--- src/rtl/rtc_bus_sequencer.sv ---
// Burst sequencer for the RTC multiplexed address/data bus.
// Ports: start/mode/base_addr/count in; strobes, bus_out/oe, rd_data, busy/done out.
module rtc_bus_sequencer #(
  parameter int DW      = 8,
  parameter int NUM_W   = 5,
  parameter int T_PHASE = 4,
  parameter int T_GAP   = 2
) (
  input  logic             clk,
  input  logic             rst,
  input  logic             start,
  input  logic [1:0]       mode,
  input  logic [DW-1:0]    base_addr,
  input  logic [NUM_W-1:0] count,
  input  logic [DW-1:0]    wr_data,
  input  logic [DW-1:0]    bus_in,
  output logic [NUM_W-1:0] reg_idx,
  output logic [DW-1:0]    bus_out,
  output logic             bus_oe,
  output logic             AD,
  output logic             CS,
  output logic             RD,
  output logic             WR,
  output logic [DW-1:0]    rd_data,
  output logic             rd_valid,
  output logic             busy,
  output logic             done
);

  localparam int TMAX = (T_PHASE > T_GAP) ? T_PHASE : T_GAP;
  localparam int CW   = (TMAX > 1) ? $clog2(TMAX) : 1;
  localparam logic [CW-1:0] PH_LD  = CW'(T_PHASE - 1);
  localparam logic [CW-1:0] GAP_LD = CW'(T_GAP - 1);

  typedef enum logic [2:0] {
    S_IDLE,
    S_ASETUP,
    S_ASTROBE,
    S_AHOLD,
    S_DSETUP,
    S_DSTROBE,
    S_DHOLD,
    S_GAP
  } state_t;

  state_t           r_state;
  logic [CW-1:0]    r_cnt;
  logic [DW-1:0]    r_base;
  logic [NUM_W-1:0] r_count;
  logic             r_rd;
  logic             r_wr;

  logic [NUM_W-1:0] w_idx_nxt;
  logic [DW-1:0]    w_addr_nxt;
  logic             w_last;

  assign w_idx_nxt  = reg_idx + NUM_W'(1);
  assign w_addr_nxt = r_base + DW'(w_idx_nxt);
  assign w_last     = (reg_idx == r_count - NUM_W'(1));

  always_ff @(posedge clk or negedge rst) begin
    if (!rst) begin
      r_state  <= S_IDLE;
      r_cnt    <= '0;
      r_base   <= '0;
      r_count  <= '0;
      r_rd     <= 1'b0;
      r_wr     <= 1'b0;
      reg_idx  <= '0;
      bus_out  <= '0;
      bus_oe   <= 1'b0;
      AD       <= 1'b1;
      CS       <= 1'b1;
      RD       <= 1'b1;
      WR       <= 1'b1;
      rd_data  <= '0;
      rd_valid <= 1'b0;
      busy     <= 1'b0;
      done     <= 1'b0;
    end else begin
      rd_valid <= 1'b0;
      done     <= 1'b0;
      if (r_state == S_IDLE) begin
        if (start) begin
          r_base  <= base_addr;
          r_count <= count;
          r_rd    <= (mode == 2'b01);
          r_wr    <= (mode == 2'b00);
          if (count == '0) begin
            done <= 1'b1;
          end else begin
            busy    <= 1'b1;
            reg_idx <= '0;
            r_state <= S_ASETUP;
            r_cnt   <= PH_LD;
            CS      <= 1'b0;
            AD      <= 1'b0;
            bus_oe  <= 1'b1;
            bus_out <= base_addr;
          end
        end
      end else if (r_cnt != '0) begin
        r_cnt <= r_cnt - CW'(1);
      end else begin
        r_cnt <= PH_LD;
        unique case (r_state)
          S_ASETUP: begin
            r_state <= S_ASTROBE;
            WR      <= 1'b0;
          end
          S_ASTROBE: begin
            r_state <= S_AHOLD;
            WR      <= 1'b1;
          end
          S_AHOLD: begin
            r_state <= S_DSETUP;
            AD      <= 1'b1;
            bus_oe  <= !r_rd;
            // clear and reserved modes both drive zeros
            if (!r_rd) bus_out <= r_wr ? wr_data : '0;
          end
          S_DSETUP: begin
            r_state <= S_DSTROBE;
            if (r_rd) RD <= 1'b0;
            else      WR <= 1'b0;
          end
          S_DSTROBE: begin
            r_state <= S_DHOLD;
            RD      <= 1'b1;
            WR      <= 1'b1;
            if (r_rd) begin
              rd_data  <= bus_in;
              rd_valid <= 1'b1;
            end
          end
          S_DHOLD: begin
            r_state <= S_GAP;
            r_cnt   <= GAP_LD;
            CS      <= 1'b1;
            AD      <= 1'b1;
            bus_oe  <= 1'b0;
          end
          S_GAP: begin
            if (w_last) begin
              r_state <= S_IDLE;
              busy    <= 1'b0;
              done    <= 1'b1;
            end else begin
              r_state <= S_ASETUP;
              reg_idx <= w_idx_nxt;
              CS      <= 1'b0;
              AD      <= 1'b0;
              bus_oe  <= 1'b1;
              bus_out <= w_addr_nxt;
            end
          end
          default: r_state <= S_IDLE;
        endcase
      end
    end
  end

endmodule

--- config.mk ---
export PLATFORM = sky130hd
export DESIGN_NAME = rtc_bus_sequencer
export DESIGN_NICKNAME = d
export VERILOG_FILES = /design/src/rtl/rtc_bus_sequencer.sv
export SDC_FILE = /design/constraint.sdc
export NUM_CORES = 1
export LEC_CHECK = 0
export ABC_AREA = 1
export BUFFER_PORTS_ARGS = -buffer_cell sky130_fd_sc_hd__buf_2
export CORE_MARGIN = 5
export CORE_UTILIZATION = 24
export CTS_BUF_LIST = sky130_fd_sc_hd__clkbuf_16
export CTS_CLUSTER_SIZE = 30
export DETAILED_ROUTE_END_ITERATION = 7
export PLACE_DENSITY = 0.43
export SYNTH_ARGS = -nofsm -noshare
export SYNTH_HDL_FRONTEND = slang
export SYNTH_SLANG_ARGS = --single-unit
export TNS_END_PERCENT = 5
--- constraint.sdc ---
create_clock -name clk -period 2.8 [get_ports clk]
set_input_delay 0.28 -clock clk [delete_from_list [all_inputs] [get_ports clk]]
set_output_delay 0.28 -clock clk [all_outputs]
set_load 0.05 [all_outputs]
==> qor.txt <==
maximum vdd drop -> 0.000433 V
Ports -> 63
final hold viol count -> 0
Final Skew -> 0.00741 ns
critical path, cell by cell -> ha_1 -> nand3_1 -> xor2_1 -> inv_1 -> ha_1 -> a21oi_1 -> or2_2 -> a21oi_1 -> nor2_1 -> nor2_1 -> o21ai_1
Leak -> 1.84 nW
post-route minimum period -> 2.24 ns
worst-skew pair later-pin latency -> 0.29 ns
Seq/Total Area, Yosys -> 44.1%
share of the synthesized area in the top cell type -> 40.4%
number of cells on the worst reg-to-reg path -> 11
Starting Density -> 24.4%
post-synthesis cell type count -> 31
CP max stage cell -> dfrtp_1
initial antenna violation count -> 1
Hold Crit Depth -> 3
Num CTS Buffers -> 5
Syn Std Cell Area -> 2790 sq um
average wire per standard cell -> 13.3 um
CTS tree -> done
Pins Over Slew Limit -> 0
total congestion overflow -> 0
WL final -> 7830 um
DPL Wire Length -> 6180 um
Num Clock Sinks -> 49
Post-synth top cells -> 152 x nand2_1, 45 x dfrtp_1, 40 x inv_1, 25 x o21ai_0, 20 x nor2_1
fillers -> 1,301
post-synthesis cell count -> 375
DR DRC count -> 0
critical-path maximum fanout -> 5
main flop type after synthesis -> dfrtp_1
TNS Setup -> 0 ns
ANT cells -> 0
placer congestion estimate -> 0.825
Tot GR Track Use -> 11.5%
Core Region -> 11,400 sq um
Synth Area per Inst -> 7.44 sq um
IO Port Bufs -> 62
first-pass GRT wire length -> 13,300 um
#FFs+latches synth -> 49
CTS root buffer -> clkbuf_16
Post-CTS Resized -> 0
Vias/cell -> 4.36
Worst Tran Pin Value -> 0.503 ns
status -> finished, final reports clean
vias in the first global route -> 2,718
Critical Path AT -> 2.42 ns
remaining antenna violation count -> 0
RSZ-0062 raised after global routing -> false
Post-synth EDFFs -> 0
PwrDens -> 1230 nW/um^2
final-stage net count -> 491
max cap viols -> 0
Site Rows -> 39
Area after DPL -> 3290 sq um
via count -> 2,569
Final Instance Area -> 3450 sq um
layout cell share with drive strength beyond 1 -> 22.0%
worst min path class -> in2reg
Post-CTS Setup Bufs -> 0
clock buffer depth -> 2
fin crit share -> 79.9%
Synth area leader -> dfrtp_1
fin util -> 30.2%
crit end category -> register
type of origin of the critical path -> register
largest net degree at the start of global routing -> 22
Max Fclk -> 447 MHz
Setup-failing EPs final -> 0
synth top area cells -> dfrtp_1 40%, nand2_1 20%, inv_1 5.4%, ha_1 4.9%, o21ai_0 4.5%
htree depth -> 2
initial drt markers -> 72
fraction of registers with async set/reset -> 100%
Die Wd -> 118 um
die footprint -> 13,900 sq um
hold slack -> 0.180 ns
Worst-path clk slew -> 0.07 ns
Die Y-Extent -> 118 um
Yosys warnings -> 0
Critical Path RT -> 2.98 ns
Syn Nets -> 421
WS Path Type -> reg2reg
area delta synth->final -> 23.5%
Worst path max stage delay -> 0.44 ns
most frequent cell after synthesis -> nand2_1
DR pass1 iterations -> 4
Relative slew margins -> 66.5%
[placed cells by master, fill, tap and decap left out, types with 7 or more instances in the layout]
master,synthesis,routed
dfrtp_1,45,45
nand2_1,152,152
inv_1,40,40
o21ai_0,25,25
buf_2,0,62
inv_2,7,7
ha_1,11,11
o21ai_1,10,10
nor2_1,20,20
nand3_1,17,17
a21oi_1,9,9
[timing repair]
action | in CTS | in global routing
hold buffers | 1 | 0
endpoints found under the setup margin | 0 | 0
endpoints found under the hold margin | 19 | 0
[final timing paths]
path	startpoint	end	slack, ns
worst max-delay path	reg_idx[0]	bus_out[7]	0.56
worst min-delay path	bus_in[4]	rd_data[4]	0.18
worst max register to register	reg_idx[0]	bus_out[7]	0.56
worst min register to register	AD	AD	0.47
max in group asynchronous	rst	r_wr	1.67
min in group asynchronous	rst	rd_data[1]	0.48
[per-stage QoR]
stage,setup slack [ns],power (W),std cells
floorplan,0.432,0.00304,375
global placement,0.639,0.00363,580
detailed placement,0.567,0.00364,580
CTS,0.561,0.00430,589
global route,0.364,0.00463,589
finish,0.562,0.00423,589
[layout make-up]
cell class                      count  area (sq um)  share of cell area [%]
Timing Repair Buffer               67           350                    10.2
Clock inverter                      3          21.3                   0.617
Multi-Input combinational cell    275          1360                    39.6
Clock buffer                        5           125                    3.63
Sequential cell                    49          1230                    35.7
Inverter                           47           176                    5.12
Tap cell                          143           179                    5.19
[where the power goes]
| group | switching, W | total (W) | internal (W) |
|---|---|---|---|
| clock | 0.000293 | 0.000627 | 0.000334 |
| sequential | 0.000211 | 0.00124 | 0.00103 |
| combinational | 0.00169 | 0.00237 | 0.000674 |
[metal layers]
metal | global-route usage [%] | wire length [um] | vias to the layer above
met1 | 14.7 | 3660 | 1185
met4 | 2.80 | 83 | 2
met3 | 2.79 | 355 | 10
met5 | 0 | 7 | -
li1 | - | - | 1326
met2 | 19.4 | 3730 | 46
[registers in the layout, indices dropped and copies added (netlist names)]
register / flops
bus_out: 8
r_base: 8
rd_data: 8
r_count: 5
reg_idx: 5
r_state: 3
r_cnt: 2
AD: 1
CS: 1
RD: 1
WR: 1
bus_oe: 1
busy: 1
done: 1
r_rd: 1
r_wr: 1
rd_valid: 1
[worst max-delay path: cells and delay by family, from the launching register on]
family | cells | cell delay (ns)
xor gates and xnor gates | 1 | 0.15
AOI/OAI and AO/OA | 3 | 0.32
adders and majority gates | 2 | 0.60
and+or+nand+nor | 4 | 0.55
buffers and inverters | 1 | 0.07
DFF | 1 | 0.44
[cells by family (layout without fill, tap and decap cells)]
family	count (synthesis)	count (layout)	synth area share [%]
AO/OA/AOI/OAI	52	52	10.1
XOR/XNOR	4	4	1.26
adder cells (fa/ha/maj)	12	12	5.65
buffers and inverters	51	122	7.00
flip-flops	49	49	44.1
AND/OR/NAND/NOR	207	207	31.8
Note: power is estimated with default switching activity, not from simulation.
